### src/rtl/fft_unload.sv
// fft_unload: drains one FFT frame from the RAM that holds the final stage.
// Reads are throttled so that reads in flight never overrun a 2-entry skid
// buffer. Each bin leaves on a valid/ready stream with its L1 magnitude and
// index. The bench-free peak tracker records the largest non-DC bin.
module fft_unload #(
    parameter int BIT_WIDTH = 16,
    parameter int N         = 9,
    parameter bit HALF      = 1'b1
) (
    input  logic                        clk,
    input  logic                        reset,
    input  logic                        fft_done,
    input  logic                        read_sel,
    input  logic [2*BIT_WIDTH-1:0]      r0_rd_data,
    input  logic [2*BIT_WIDTH-1:0]      r1_rd_data,
    output logic [N-1:0]                rd_add,
    output logic                        rd_en,
    output logic                        out_valid,
    input  logic                        out_ready,
    output logic signed [BIT_WIDTH-1:0] out_re,
    output logic signed [BIT_WIDTH-1:0] out_im,
    output logic [BIT_WIDTH:0]          out_mag,
    output logic [N-1:0]                out_idx,
    output logic                        out_last,
    output logic                        busy,
    output logic [N-1:0]                peak_idx,
    output logic [BIT_WIDTH:0]          peak_mag,
    output logic                        peak_valid,
    output logic                        overrun
);

    localparam int          M        = HALF ? (1 << (N - 1)) : (1 << N);
    localparam logic [N-1:0] LAST_ADD = N'(M - 1);
    localparam int          MW       = BIT_WIDTH + 1;

    typedef enum logic [1:0] {S_IDLE, S_READ, S_DRAIN} state_t;

    // |v| widened by one bit so the most negative value needs no saturation
    function automatic logic [MW-1:0] abs_ext(input logic signed [BIT_WIDTH-1:0] v);
        logic [MW-1:0] w;
        w = {v[BIT_WIDTH-1], v};
        return w[MW-1] ? (~w + MW'(1)) : w;
    endfunction

    state_t state, state_nxt;
    logic   done_q;
    logic   sel_q;
    logic   rise, start, finish;
    logic   [N-1:0] cnt;

    logic   vld_p0;
    logic   [N-1:0] idx_p0;

    logic   [2*BIT_WIDTH-1:0]      word_p1;
    logic   signed [BIT_WIDTH-1:0] re_p1, im_p1;
    logic   [MW-1:0]               mag_p1;

    logic   signed [BIT_WIDTH-1:0] buf_re   [2];
    logic   signed [BIT_WIDTH-1:0] buf_im   [2];
    logic   [MW-1:0]               buf_mag  [2];
    logic   [N-1:0]                buf_idx  [2];
    logic                          buf_last [2];
    logic   wr_ptr, rd_ptr;
    logic   [1:0] occ, occ_nxt;
    logic   [2:0] room;
    logic   rd_ok, pop;

    logic   [N-1:0]  peak_idx_q;
    logic   [MW-1:0] peak_mag_q;
    logic   peak_valid_q;
    logic   overrun_q;

    assign rise  = fft_done & ~done_q;
    assign start = rise && (state == S_IDLE);
    assign busy  = (state != S_IDLE);

    assign out_valid = (occ != 2'd0);
    assign pop       = out_valid & out_ready;
    assign out_re    = buf_re[rd_ptr];
    assign out_im    = buf_im[rd_ptr];
    assign out_mag   = buf_mag[rd_ptr];
    assign out_idx   = buf_idx[rd_ptr];
    assign out_last  = buf_last[rd_ptr];

    // A read may issue only if the buffer can still absorb it next cycle
    assign room  = {1'b0, occ} + {2'b00, vld_p0};
    assign rd_ok = (room < 3'd2) || (pop && (room == 3'd2));

    assign rd_add     = cnt;
    assign peak_idx   = peak_idx_q;
    assign peak_mag   = peak_mag_q;
    assign peak_valid = peak_valid_q;
    assign overrun    = overrun_q;

    // State register
    always_ff @(posedge clk or negedge reset) begin
        if (!reset) state <= S_IDLE;
        else        state <= state_nxt;
    end

    // Next state, read strobe and end-of-frame detection
    always_comb begin
        state_nxt = state;
        rd_en     = 1'b0;
        finish    = 1'b0;
        case (state)
            S_IDLE: begin
                if (start) state_nxt = S_READ;
            end
            S_READ: begin
                rd_en = rd_ok;
                if (rd_ok && (cnt == LAST_ADD)) state_nxt = S_DRAIN;
            end
            S_DRAIN: begin
                if (!vld_p0 && ((occ == 2'd0) || ((occ == 2'd1) && pop))) begin
                    finish    = 1'b1;
                    state_nxt = S_IDLE;
                end
            end
            default: state_nxt = S_IDLE;
        endcase
    end

    // Start edge detection, RAM select latch, overrun flag and peak pulse
    always_ff @(posedge clk or negedge reset) begin
        if (!reset) begin
            done_q       <= 1'b0;
            sel_q        <= 1'b0;
            overrun_q    <= 1'b0;
            peak_valid_q <= 1'b0;
        end else begin
            done_q       <= fft_done;
            peak_valid_q <= finish;
            if (start) begin
                sel_q     <= read_sel;
                overrun_q <= 1'b0;
            end else if (rise && busy) begin
                overrun_q <= 1'b1;
            end
        end
    end

    // Read address counter; parks on the final address once issued
    always_ff @(posedge clk or negedge reset) begin
        if (!reset)                          cnt <= '0;
        else if (start)                      cnt <= '0;
        else if (rd_en && cnt != LAST_ADD)   cnt <= cnt + N'(1);
    end

    // ---- stage p0: read issued, RAM access in flight ----
    always_ff @(posedge clk or negedge reset) begin
        if (!reset) begin
            vld_p0 <= 1'b0;
            idx_p0 <= '0;
        end else begin
            vld_p0 <= rd_en;
            if (rd_en) idx_p0 <= cnt;
        end
    end

    // ---- stage p1: read data landed, split and magnitude ----
    assign word_p1 = sel_q ? r1_rd_data : r0_rd_data;
    assign re_p1   = word_p1[2*BIT_WIDTH-1:BIT_WIDTH];
    assign im_p1   = word_p1[BIT_WIDTH-1:0];
    assign mag_p1  = abs_ext(re_p1) + abs_ext(im_p1);

    always_comb begin
        occ_nxt = occ;
        case ({vld_p0, pop})
            2'b10:   occ_nxt = occ + 2'd1;
            2'b01:   occ_nxt = occ - 2'd1;
            default: occ_nxt = occ;
        endcase
    end

    // Skid buffer: landed data written at wr_ptr, head presented at rd_ptr
    always_ff @(posedge clk or negedge reset) begin
        if (!reset) begin
            wr_ptr <= 1'b0;
            rd_ptr <= 1'b0;
            occ    <= 2'd0;
            for (int i = 0; i < 2; i++) begin
                buf_re[i]   <= '0;
                buf_im[i]   <= '0;
                buf_mag[i]  <= '0;
                buf_idx[i]  <= '0;
                buf_last[i] <= 1'b0;
            end
        end else begin
            occ <= occ_nxt;
            if (vld_p0) begin
                buf_re[wr_ptr]   <= re_p1;
                buf_im[wr_ptr]   <= im_p1;
                buf_mag[wr_ptr]  <= mag_p1;
                buf_idx[wr_ptr]  <= idx_p0;
                buf_last[wr_ptr] <= (idx_p0 == LAST_ADD);
                wr_ptr           <= ~wr_ptr;
            end
            if (pop) rd_ptr <= ~rd_ptr;
        end
    end

    // Peak tracker over accepted non-DC bins; strict compare keeps lowest index on ties
    always_ff @(posedge clk or negedge reset) begin
        if (!reset) begin
            peak_idx_q <= '0;
            peak_mag_q <= '0;
        end else if (start) begin
            peak_idx_q <= '0;
            peak_mag_q <= '0;
        end else if (pop && (out_idx != '0) && (out_mag > peak_mag_q)) begin
            peak_idx_q <= out_idx;
            peak_mag_q <= out_mag;
        end
    end

endmodule

### config.mk
export PLATFORM = sky130hd
export DESIGN_NAME = fft_unload
export DESIGN_NICKNAME = d
export VERILOG_FILES = /design/src/rtl/fft_unload.sv
export SDC_FILE = /design/constraint.sdc
export NUM_CORES = 1
export LEC_CHECK = 0
export ABC_AREA = 1
export CAP_MARGIN = 20
export CORE_AREA = 2 2 141 143
export CTS_CLUSTER_SIZE = 28
export DETAILED_ROUTE_END_ITERATION = 7
export DIE_AREA = 0 0 143 145
export PLACE_DENSITY = 0.79
export SLEW_MARGIN = 20
export SYNTH_ARGS = -nofsm -noshare
export SYNTH_HDL_FRONTEND = slang
export SYNTH_SLANG_ARGS = --single-unit
### constraint.sdc
create_clock -name clk -period 4.9 [get_ports clk]
set_clock_uncertainty 0.05 [all_clocks]
set_input_delay 0.49 -clock clk [delete_from_list [all_inputs] [get_ports clk]]
set_output_delay 0.49 -clock clk [all_outputs]
set_load 0.01 [all_outputs]
==> results of run 1 <==
state kept, by name (all words and copies together) (netlist names), 2 cells and up:
signal	flops
buf_mag	34
buf_im	32
buf_re	32
buf_idx	18
peak_mag	17
idx_p0	9
peak_idx	9
rd_add	9
buf_last	2
occ	2
state	2
report_power, final:
group	switching, W	internal, W	leakage, nW
clock	0.000631	0.000784	0.292
sequential	0.000439	0.00203	2.20
combinational	0.00382	0.00237	3.88
stage by stage:
stage / setup WS [ns] / utilization / cell area, um2 / hold slack [ns] / std cells
after floorplan: 2.00 / - / 10400 / 0.144 / 1390
after global placement: 1.11 / 0.630 / 12100 / 0.411 / 1770
after detailed placement: 1.06 / 0.630 / 12100 / 0.416 / 1770
after CTS: 1.03 / 0.662 / 12700 / 0.151 / 1802
after global routing: 0.411 / 0.662 / 12700 / 0.186 / 1802
final: 0.901 / 0.662 / 12700 / 0.107 / 1802
worst max path at each step:
stage | slack [ns] | startpoint | endpoint
after floorplan | 2.00 | sel_q$_DFFE_PN0P_ | buf_mag[24]$_DFFE_PN0P_
after global placement | 1.11 | sel_q$_DFFE_PN0P_ | buf_mag[27]$_DFFE_PN0P_
after detailed placement | 1.06 | sel_q$_DFFE_PN0P_ | buf_mag[32]$_DFFE_PN0P_
after CTS | 1.03 | sel_q$_DFFE_PN0P_ | buf_mag[31]$_DFFE_PN0P_
after global routing | 0.41 | sel_q$_DFFE_PN0P_ | buf_mag[14]$_DFFE_PN0P_
final | 0.90 | sel_q$_DFFE_PN0P_ | buf_mag[27]$_DFFE_PN0P_
Yosys cell counts (3+ instances only):
| library cell | instances | share of area |
|---|---|---|
| sky130_fd_sc_hd__nand3_2 | 22 | 0.021 |
| sky130_fd_sc_hd__o21ai_1 | 24 | 0.012 |
| sky130_fd_sc_hd__nand2_1 | 488 | 0.18 |
| sky130_fd_sc_hd__xnor2_1 | 9 | 0.0076 |
| sky130_fd_sc_hd__buf_1 | 6 | 0.0022 |
| sky130_fd_sc_hd__nor3_1 | 4 | 0.0019 |
| sky130_fd_sc_hd__o21ai_0 | 135 | 0.065 |
| sky130_fd_sc_hd__nand3b_1 | 8 | 0.0058 |
| sky130_fd_sc_hd__or2_2 | 4 | 0.0024 |
| sky130_fd_sc_hd__nor4_1 | 4 | 0.0024 |
| sky130_fd_sc_hd__o31ai_1 | 5 | 0.0036 |
| sky130_fd_sc_hd__nand2_2 | 7 | 0.0042 |
| sky130_fd_sc_hd__o21ai_2 | 10 | 0.0085 |
| sky130_fd_sc_hd__buf_4 | 4 | 0.0029 |
| sky130_fd_sc_hd__xor2_1 | 20 | 0.017 |
| sky130_fd_sc_hd__nand2_4 | 10 | 0.011 |
| sky130_fd_sc_hd__buf_12 | 3 | 0.0058 |
| sky130_fd_sc_hd__nor2_2 | 7 | 0.0042 |
| sky130_fd_sc_hd__nor2_1 | 64 | 0.023 |
| sky130_fd_sc_hd__buf_2 | 13 | 0.0063 |
| sky130_fd_sc_hd__nand4_1 | 36 | 0.022 |
| sky130_fd_sc_hd__nand3_1 | 57 | 0.028 |
| sky130_fd_sc_hd__dfrtp_1 | 173 | 0.42 |
| sky130_fd_sc_hd__inv_1 | 150 | 0.054 |
| sky130_fd_sc_hd__clkbuf_1 | 31 | 0.011 |
| sky130_fd_sc_hd__a21oi_1 | 25 | 0.012 |
| sky130_fd_sc_hd__inv_2 | 10 | 0.0036 |
| sky130_fd_sc_hd__ha_1 | 43 | 0.052 |
layout by cell type (no fill, tap or decap), types with 4 or more instances in the layout:
cell type | netlist | layout
sky130_fd_sc_hd__inv_6 | 0 | 4
sky130_fd_sc_hd__o31ai_1 | 5 | 5
sky130_fd_sc_hd__nand2_2 | 7 | 8
sky130_fd_sc_hd__inv_1 | 150 | 150
sky130_fd_sc_hd__nand2_4 | 10 | 10
sky130_fd_sc_hd__buf_4 | 4 | 7
sky130_fd_sc_hd__nand3b_1 | 8 | 8
sky130_fd_sc_hd__or2_2 | 4 | 4
sky130_fd_sc_hd__nor4_1 | 4 | 4
sky130_fd_sc_hd__nand4_1 | 36 | 36
sky130_fd_sc_hd__clkbuf_16 | 0 | 17
sky130_fd_sc_hd__clkdlybuf4s50_1 | 0 | 166
sky130_fd_sc_hd__nor2_1 | 64 | 64
sky130_fd_sc_hd__nor3_1 | 4 | 4
sky130_fd_sc_hd__xor2_1 | 20 | 20
sky130_fd_sc_hd__ha_1 | 43 | 43
sky130_fd_sc_hd__nand3_2 | 22 | 22
sky130_fd_sc_hd__a21oi_1 | 25 | 25
sky130_fd_sc_hd__o21ai_1 | 24 | 24
sky130_fd_sc_hd__nand3_1 | 57 | 57
sky130_fd_sc_hd__o21ai_0 | 135 | 135
sky130_fd_sc_hd__dfrtp_1 | 173 | 171
sky130_fd_sc_hd__nor2_2 | 7 | 7
sky130_fd_sc_hd__xnor2_1 | 9 | 9
sky130_fd_sc_hd__nand2_1 | 488 | 487
sky130_fd_sc_hd__inv_2 | 10 | 10
sky130_fd_sc_hd__o21ai_2 | 10 | 10
cell type report:
class | instances | area [um2]
fillers | 1661 | 6490
multi-input cells | 995 | 5100
flip-flops and latches | 173 | 4330
repair buffers | 174 | 1730
inverters | 163 | 616
clock buffers | 18 | 439
well taps | 265 | 332
clock inverters | 14 | 173
cell families after synthesis:
family / count (synthesis) / synth area share
XOR/XNOR: 29 / 0.0245
adder cells (fa/ha/maj): 44 / 0.0539
flip-flops: 173 / 0.418
buffers and inverters: 222 / 0.0899
AO/OA/AOI/OAI: 205 / 0.105
AND/OR/NAND/NOR: 717 / 0.308
routing by layer:
layer	wire (um)	vias to the layer above	share of wire	track usage
met5	0	-	0	0
met2	13700	302	0.50	0.466
li1	-	4695	-	-
met4	496	0	0.018	0.0757
met1	12100	4596	0.44	0.371
met3	1380	42	0.050	0.0449
==> run_results.csv, run 1 <==
group,metric,value,unit
yosys,post_synth_inst_count,1390,
yosys,synth_seq_area_share,0.418,
place,hpwl,19.2,mm
global_route,number_of_antenna_violations_at_the_first_check_in_global_routing,0,
worst_setup_path,worst-path-stages,18,
drt,firstDrtPassIters,6,
sta,slew_violations,0,
worst_setup_path,path_common_cell,"sky130_fd_sc_hd__nand2_1",
pwr,power.static_leakage,6.37,nW
floorplan,fp.dieW,143,um
run,max-cap-violations,0,
worst_setup_path,worst_r2r_endpoint,"buf_mag[27]$_DFFE_PN0P_",
cts,clock_tree_from_tritoncts,"done",
drt,dr.first_iter.drc_count,834,
global_route,grt_usage,0.277,
cts,hold_buffers,0,
sta,timing.final.hold_violations,0,
sta,max_clock_freq,0.250,GHz
cts,cts.repair_timing.setup_buffer_count,0,
floorplan,std_cell_rows,51,
worst_setup_path,rr_startpoint,"sel_q$_DFFE_PN0P_",
worst_setup_path,crit_path_max_incr_delay,0.98,ns
worst_setup_path,end_kind,"register",
place,finalWeightedCongestion,0.915,
drt,vias_per_cell,5.35,
worst_setup_path,worst-r2r-setup-slack,0.90,ns
cts,cts_buffers,17,
worst_setup_path,crit_path_cell_trace,"inv_2 > o21ai_1 > inv_1 > nand2_1 > nor2_1 > nand2_1 > nand2_1 > xor2_1 > inv_1 > ha_1 > a21oi_1 > nor2_1 > nor2_1 > nand3_1 > nand2_1 > nand2_1 > nand2_1 > o21ai_0",
worst_setup_path,worst_path_max_delay_cell,"sky130_fd_sc_hd__dfrtp_2",
yosys,synth-seq-cells,173,
floorplan,initial_utilization,0.539,
sta,finalCriticalPeriod,4.00,ns
worst_setup_path,critical_path_arrival,4.26,ns
layout,syn2layout_area_growth,22.8,%
global_route,gr-total-overflow,0,
layout,antenna_cells_inserted,0,
layout,fin_nets,1637,
sta,timing.setup.tns,0,ns
global_route,grt_max_degree,107,
cts,ctsRootBufferMaster,"sky130_fd_sc_hd__clkbuf_16",
pwr,ir_worst_vdd,415,uV
sta,relSlewSlack,0.311,
yosys,synth_cell_types,41,
yosys,synth_enable_flop_cells,0,
cts,worst_skew_pair.late_latency,0.45,ns
cts,cts.sink_count,173,
layout,final_layout_size_suffix_gt1_frac,0.0768,
outcome,outcome,"finished, final reports clean",
floorplan,fp.dieArea,20700,um2
floorplan,design.core.area,19200,um2
sta,setup_violation_total_in_the_final_timing_report,0,
drt,route.detailed.wl_per_inst,15.4,um
yosys,synthesis.area,10400,um2
yosys,syn_nets,1503,
global_route,via_count_of_the_first_global_routing_pass,9162,
cts,cts_resized,0,
drt,detailroute.via_count,9635,
worst_setup_path,timing.critical_path.required,5.16,ns
worst_setup_path,timing.setup.critical_path_class,"reg2reg",
sta,finalCritPeriodShare,0.816,
floorplan,io-pin-count,168,
floorplan,chipHeight,145,um
cts,clk_path_buf_depth,2,
sta,setup_repair_after_global_routing_missed_its_margin,"false",
cts,clk_pin_slew_worst_paths,0.07,ns
drt,routed_wire_length,27.7,mm
worst_setup_path,worstPathBufferInverterCount,3,
worst_setup_path,crit_path_start_kind,"register",
cts,cts.htree.levels,4,
yosys,async_reset_ff_frac,1.00,
place,io_buffer_count,167,
global_route,grt_pass1_wl,46.2,mm
pwr,overall_power_consumption,0.0101,W
yosys,synthFlopType,"sky130_fd_sc_hd__dfrtp_1",
yosys,yosysWarningCount,0,
drt,route.detailed.drc,0,
sta,worst_slew_pin_slew,1.03,ns
drt,drt.antenna.violating_nets,0,
worst_setup_path,worstPathMaxFanout,51,
worst_setup_path,cpLargestDelayFamily,"flip-flops",
yosys,post_synth.cell_area_avg,7.45,um2
hold_path,worstHoldPathType,"in2async",
worst_setup_path,reg2reg_depth,18,
pwr,ratio_of_total_power_to_cell_area,792,nW/um2
(Power assumes the default switching activity.)
==> inputs of run 2 (changes only) <==
--- a/config.mk
+++ b/config.mk
@@ -7,11 +7,11 @@
 export LEC_CHECK = 0
 export ABC_AREA = 1
 export CAP_MARGIN = 20
-export CORE_AREA = 2 2 141 143
+export CORE_AREA = 2 2 149 151
 export CTS_CLUSTER_SIZE = 28
 export DETAILED_ROUTE_END_ITERATION = 7
-export DIE_AREA = 0 0 143 145
-export PLACE_DENSITY = 0.79
+export DIE_AREA = 0 0 151 153
+export PLACE_DENSITY = 0.74
 export SLEW_MARGIN = 20
 export SYNTH_ARGS = -nofsm -noshare
 export SYNTH_HDL_FRONTEND = slang
==> constraint.sdc (replaced) <==
create_clock -name clk -period 3.4 [get_ports clk]
set_clock_uncertainty 0.05 [all_clocks]
set_input_delay 0.34 -clock clk [delete_from_list [all_inputs] [get_ports clk]]
set_output_delay 0.34 -clock clk [all_outputs]
set_load 0.01 [all_outputs]
==> run_results.csv, run 2 (same netlist as run 1, synthesis figures left out) <==
group,metric,value,unit
outcome,outcome,"finished, final reports clean",
pwr,internal_power,0.00808,W
drt,firstDrtPassIters,6,
global_route,number_of_antenna_violations_at_the_first_check_in_global_routing,0,
cts,ctsRootBufferMaster,"sky130_fd_sc_hd__clkbuf_16",
floorplan,io-pin-count,168,
drt,dr.first_iter.drc_count,753,
run,max-cap-violations,0,
worst_setup_path,crit_path_start_kind,"register",
layout,final_core_utilization,0.615,
global_route,gr-total-overflow,0,
worst_setup_path,worst-r2r-setup-slack,0.18,ns
hold_path,holdCritStartpoint,"fft_done",
drt,routed_wire_length,28.1,mm
layout,syn2layout_area_growth,27.7,%
cts,cts.htree.levels,4,
pwr,p_comb_frac,0.628,
sta,worst_slew_pin_slew,0.943,ns
sta,slew_violations,0,
pwr,p_clk_frac,0.145,
layout,antenna_cells_inserted,0,
place,placed_cell_count,1808,
floorplan,std_cell_rows,54,
cts,cts_buffers,17,
place,finalWeightedCongestion,0.936,
worst_setup_path,timing.critical_path.required,3.66,ns
layout,register_containing_the_most_flip_flops_in_the_final_layout,"buf_mag",
sta,finalCriticalPeriod,3.22,ns
cts,clock_tree_from_tritoncts,"done",
floorplan,fp.dieW,151,um
drt,vias_per_cell,5.19,
worst_setup_path,rr_startpoint,"sel_q$_DFFE_PN0P_",
drt,route.detailed.drc,0,
place,hpwl,20.3,mm
floorplan,fp.dieArea,23100,um2
floorplan,initial_utilization,0.482,
hold_path,worstHoldPathType,"in2reg",
layout,fin_nets,1667,
cts,worst_skew_pair.late_latency,0.43,ns
layout,layout.filler_cells,1874,
layout,layout_top_registers,"buf_mag: 34 flops, buf_im: 32 flops, buf_re: 32 flops",
worst_setup_path,worstPathMaxFanout,12,
layout,final_common_cell,"sky130_fd_sc_hd__nand2_1",
cts,cts.sink_count,173,
worst_setup_path,timing.setup.critical_path_class,"reg2reg",
worst_setup_path,worstSetupStartpoint,"sel_q$_DFFE_PN0P_",
global_route,grt_usage,0.251,
floorplan,chipHeight,153,um
layout,fin_cells,1847,
layout,mostFrequentLayoutCells,"484 x sky130_fd_sc_hd__nand2_1, 171 x sky130_fd_sc_hd__dfrtp_1, 166 x sky130_fd_sc_hd__clkdlybuf4s50_1",
pwr,switching_share,0.472,
pwr,seq_power_share,0.227,
worst_setup_path,critical_path_arrival,3.48,ns
global_route,grt_max_degree,85,
worst_setup_path,end_kind,"register",
sta,setup_violation_total_in_the_final_timing_report,0,
cts,clk_pin_slew_worst_paths,0.07,ns
global_route,grt_pass1_wl,46.8,mm
pwr,ratio_of_total_power_to_cell_area,1160,nW/um2
sta,max_clock_freq,0.310,GHz
floorplan,design.core.area,21500,um2
pwr,power.static_leakage,6.58,nW
layout,final_layout_size_suffix_gt1_frac,0.108,
global_route,via_count_of_the_first_global_routing_pass,9389,
sta,relSlewSlack,0.372,
drt,detailroute.via_count,9593,
sta,timing.final.hold_violations,0,
drt,drt.antenna.violating_nets,0,
place,io_buffer_count,167,
pwr,ir_worst_vdd,580,uV
layout,largest_register_ff_count,34,
drt,route.detailed.wl_per_inst,15.2,um
sta,finalCritPeriodShare,0.947,
cts,clk_path_buf_depth,2,
pwr,net-switching-power,0.00723,W
-- run 2: changes by cell type in the layout (fill, tap and decap cells not counted), sizes merged --
cell         delta
bufinv          +3
buf            +27
inv             -3
dlygate4sd3     +1
clkbuf          +2
-- run 2: critical path, stage by stage, from the launching register on --
cell                        delay, ns
sky130_fd_sc_hd__dfrtp_2         0.51
sky130_fd_sc_hd__clkbuf_16       0.22
sky130_fd_sc_hd__o21ai_4         0.21
sky130_fd_sc_hd__ha_2            0.21
sky130_fd_sc_hd__nand3_1         0.15
sky130_fd_sc_hd__nor2_2          0.18
sky130_fd_sc_hd__nand2_1         0.07
sky130_fd_sc_hd__nand2_1         0.12
sky130_fd_sc_hd__xor2_1          0.16
sky130_fd_sc_hd__inv_1           0.06
sky130_fd_sc_hd__ha_2            0.37
sky130_fd_sc_hd__nand2_1         0.11
sky130_fd_sc_hd__nor2_1          0.21
sky130_fd_sc_hd__nand3_1         0.14
sky130_fd_sc_hd__nand4_1         0.12
sky130_fd_sc_hd__nand2_1         0.08
sky130_fd_sc_hd__nand2_1         0.06
sky130_fd_sc_hd__o21ai_0         0.07
-- run 2: routing by layer --
layer	vias up	global-route usage	routed length, um
li1	4757	-	-
met1	4591	0.330	12300
met2	212	0.440	14300
met3	33	0.0293	1140
met4	0	0.0628	386
met5	-	0	0
-- run 2: area by class of cell --
| type | count | area (um2) | share of cell area |
|---|---|---|---|
| multi-input cells | 995 | 5220 | 0.395 |
| flip-flops and latches | 173 | 4330 | 0.328 |
| repair buffers | 204 | 2030 | 0.153 |
| inverters | 163 | 618 | 0.0467 |
| clock buffers | 18 | 439 | 0.0332 |
| well taps | 280 | 350 | 0.0265 |
| clock inverters | 14 | 234 | 0.0177 |
-- run 2: worst paths after layout --
check,to,cells after the start
min,done_q$_DFF_PN0_,1
max,buf_mag[27]$_DFFE_PN0P_,17
max reg2reg,buf_mag[27]$_DFFE_PN0P_,17
min in group asynchronous,buf_re[10]$_DFFE_PN0P_,2
min reg2reg,buf_mag[32]$_DFFE_PN0P_,2
max in group asynchronous,buf_mag[30]$_DFFE_PN0P_,3
-- run 2: what timing repair did --
item,4_1_cts,5_1_grt
endpoints found under the setup margin,0,18
buffers inserted,0,4
hold buffers,1,0
endpoints found under the hold margin,80,0
resized for setup,0,36
-- run 2: per-stage QoR --
stage	setup TNS [ns]	cell area, um2	worst slack [ns]	hold WS, ns	power, W
finish	0	13200	0.179	0.359	0.0153
global route	-0.279	13200	-0.0586	0.344	0.0167
CTS	0	13000	0.167	0.349	0.0150
detailed placement	0	12300	0.140	0.405	0.0127
global placement	0	12300	0.181	0.393	0.0125
floorplan	0	10400	0.497	-0.00559	0.00948
-- run 2: power by group through the flow --
stage | registers, W | clock network, W | logic, W
finish | 0.00347 | 0.00222 | 0.00962
global route | 0.00358 | 0.00234 | 0.0108
CTS | 0.00345 | 0.00226 | 0.00926
detailed placement | 0.00348 | 0 | 0.00918
global placement | 0.00345 | 0 | 0.00905
floorplan | 0.00339 | 0 | 0.00609
==> inputs of run 3 (changes only) <==
--- a/config.mk
+++ b/config.mk
@@ -16,3 +16,4 @@
 export SYNTH_ARGS = -nofsm -noshare
 export SYNTH_HDL_FRONTEND = slang
 export SYNTH_SLANG_ARGS = --single-unit
+export TNS_END_PERCENT = 20
==> run_results.csv, run 3 (same netlist as run 1, synthesis figures left out) <==
group,metric,value,unit
layout,layout.filler_cells,1879,
place,detailed_place.area,12300,um2
pwr,ratio_of_total_power_to_cell_area,1150,nW/um2
sta,setup_violation_total_in_the_final_timing_report,0,
worst_setup_path,timing.critical_path.required,3.65,ns
cts,worst_skew_pair.late_latency,0.43,ns
global_route,grt_usage,0.251,
layout,antenna_cells_inserted,0,
pwr,power.static_leakage,6.56,nW
layout,register_containing_the_most_flip_flops_in_the_final_layout,"buf_mag",
floorplan,initial_utilization,0.482,
global_route,via_count_of_the_first_global_routing_pass,9389,
layout,final_area,13200,um2
layout,fin_cells,1844,
worst_setup_path,reg2reg_depth,16,
drt,drt.antenna.violating_nets,0,
pwr,internal_power,0.00803,W
cts,clk_path_buf_depth,2,
worst_setup_path,worstPathMaxFanout,12,
floorplan,fp.dieW,151,um
sta,relSlewSlack,0.372,
hold_path,min_delay_path_depth,1,
hold_path,worstHoldPathType,"in2reg",
sta,worst_slew_pin_slew,0.943,ns
hold_path,worst_hold_path.endpoint,"done_q$_DFF_PN0_",
cts,cts.htree.levels,4,
worst_setup_path,crit_path_start_kind,"register",
pwr,p_clk_frac,0.146,
floorplan,std_cell_rows,54,
place,finalWeightedCongestion,0.936,
floorplan,design.core.area,21500,um2
pwr,seq_power_share,0.228,
global_route,gr-total-overflow,0,
sta,slew_violations,0,
place,io_buffer_count,167,
global_route,grt_max_degree,85,
drt,detailroute.via_count,9603,
layout,fin_nets,1664,
hold_path,holdCritStartpoint,"fft_done",
global_route,grt_pass1_wl,46.8,mm
drt,firstDrtPassIters,5,
worst_setup_path,timing.setup.critical_path_class,"reg2reg",
sta,setup_ws,0.210,ns
worst_setup_path,worst-r2r-setup-slack,0.21,ns
pwr,switching_share,0.472,
layout,final_layout_size_suffix_gt1_frac,0.103,
floorplan,chipHeight,153,um
place,hpwl,20.3,mm
sta,max_clock_freq,0.313,GHz
cts,clock_tree_from_tritoncts,"done",
pwr,net-switching-power,0.00718,W
drt,route.detailed.wl_per_inst,15.2,um
drt,route.detailed.drc,0,
sta,timing.final.hold_violations,0,
cts,clk_pin_slew_worst_paths,0.07,ns
layout,largest_register_ff_count,34,
floorplan,fp.dieArea,23100,um2
layout,ff_latch_area,4330,um2
run,max-cap-violations,0,
drt,vias_per_cell,5.21,
global_route,number_of_antenna_violations_at_the_first_check_in_global_routing,0,
place,place_worst_setup_slack,0.140,ns
floorplan,io-pin-count,168,
pwr,ir_worst_vdd,578,uV
sta,timing.setup.tns,0,ns
cts,cts.sink_count,173,
pwr,p_comb_frac,0.626,
cts,cts_buffers,17,
worst_setup_path,rr_startpoint,"sel_q$_DFFE_PN0P_",
layout,mostFrequentLayoutCells,"485 x sky130_fd_sc_hd__nand2_1, 171 x sky130_fd_sc_hd__dfrtp_1, 166 x sky130_fd_sc_hd__clkdlybuf4s50_1",
worst_setup_path,end_kind,"register",
drt,dr.first_iter.drc_count,798,
layout,final_common_cell,"sky130_fd_sc_hd__nand2_1",
sta,finalCriticalPeriod,3.19,ns
layout,final_core_utilization,0.613,
place,placed_cell_count,1808,
layout,syn2layout_area_growth,27.3,%
sta,setup_repair_after_global_routing_missed_its_margin,"true",
worst_setup_path,critical_path_arrival,3.44,ns
drt,routed_wire_length,28.0,mm
layout,layout_top_registers,"buf_mag: 34 flops, buf_im: 32 flops, buf_re: 32 flops",
cts,ctsRootBufferMaster,"sky130_fd_sc_hd__clkbuf_16",
outcome,outcome,"finished, final reports clean",
sta,finalCritPeriodShare,0.938,
worst_setup_path,worst_r2r_endpoint,"buf_mag[24]$_DFFE_PN0P_",
layout,multiInputGateArea,5200,um2
## run 3: cell count changes in the layout (fill, tap and decap cells not counted)
| cell | delta |
|---|---|
| sky130_fd_sc_hd__a21oi_1 | +3 |
| sky130_fd_sc_hd__a21oi_2 | -3 |
| sky130_fd_sc_hd__buf_4 | -3 |
| sky130_fd_sc_hd__ha_1 | +1 |
| sky130_fd_sc_hd__ha_2 | -1 |
| sky130_fd_sc_hd__nand2_1 | +1 |
| sky130_fd_sc_hd__nand2_2 | -1 |
| sky130_fd_sc_hd__o21ai_0 | +1 |
| sky130_fd_sc_hd__o21ai_2 | -1 |
## run 3: power groups by stage
stage / clock [W] / combinational [W] / sequential [W]
CTS: 0.00226 / 0.00926 / 0.00345
floorplan: 0 / 0.00609 / 0.00339
global route: 0.00234 / 0.0107 / 0.00358
detailed placement: 0 / 0.00918 / 0.00348
finish: 0.00222 / 0.00952 / 0.00347
global placement: 0 / 0.00905 / 0.00345
## run 3: layout make-up
| class | count | share of cell area |
|---|---|---|
| multi-input combinational | 995 | 0.395 |
| timing repair buffer | 201 | 0.152 |
| clock buffer | 18 | 0.0333 |
| inverter | 163 | 0.0469 |
| tap | 280 | 0.0266 |
| clock inverter | 14 | 0.0178 |
| sequential | 173 | 0.329 |
## run 3: through the flow
| step | hold WS (ns) | power [W] |
|---|---|---|
| 6_report | 0.359 | 0.0152 |
| 3_3_place_gp | 0.393 | 0.0125 |
| 3_5_place_dp | 0.405 | 0.0127 |
| 4_1_cts | 0.349 | 0.0150 |
| 2_1_floorplan | -0.00559 | 0.00948 |
| 5_1_grt | 0.344 | 0.0166 |
## run 3: critical path: stages, from the launching register on
cell,delay (ns)
sky130_fd_sc_hd__dfrtp_2,0.51
sky130_fd_sc_hd__clkbuf_16,0.22
sky130_fd_sc_hd__o21ai_4,0.21
sky130_fd_sc_hd__ha_2,0.22
sky130_fd_sc_hd__nand3_1,0.15
sky130_fd_sc_hd__nor2_2,0.18
sky130_fd_sc_hd__nor2_1,0.07
sky130_fd_sc_hd__xor2_1,0.15
sky130_fd_sc_hd__inv_1,0.06
sky130_fd_sc_hd__ha_1,0.34
sky130_fd_sc_hd__a21oi_2,0.18
sky130_fd_sc_hd__inv_1,0.05
sky130_fd_sc_hd__nor2_1,0.11
sky130_fd_sc_hd__nand2_1,0.11
sky130_fd_sc_hd__or2_2,0.30
sky130_fd_sc_hd__nand3_1,0.07
sky130_fd_sc_hd__o21ai_0,0.08
## run 3: worst max-delay path by stage
stage / startpoint / end / cells after the start
global placement: r0_rd_data[16] / buf_mag[24]$_DFFE_PN0P_ / 18
global route: sel_q$_DFFE_PN0P_ / buf_mag[13]$_DFFE_PN0P_ / 17
finish: sel_q$_DFFE_PN0P_ / buf_mag[24]$_DFFE_PN0P_ / 16
CTS: sel_q$_DFFE_PN0P_ / buf_mag[14]$_DFFE_PN0P_ / 18
detailed placement: r0_rd_data[0] / buf_mag[24]$_DFFE_PN0P_ / 16
floorplan: sel_q$_DFFE_PN0P_ / buf_mag[24]$_DFFE_PN0P_ / 20
## run 3: layer usage
metal	routed length [um]	GRT usage	vias to the layer above
li1	-	-	4753
met1	12200	0.330	4594
met2	14300	0.440	221
met3	1140	0.0293	35
met4	419	0.0628	0
met5	0	0	-
## run 3: timing repair
action,4_1_cts,5_1_grt
hold endpoints to repair,80,0
setup endpoints to repair,0,18
hold buffers,1,0
buffers inserted,0,1
gates resized for setup,0,29
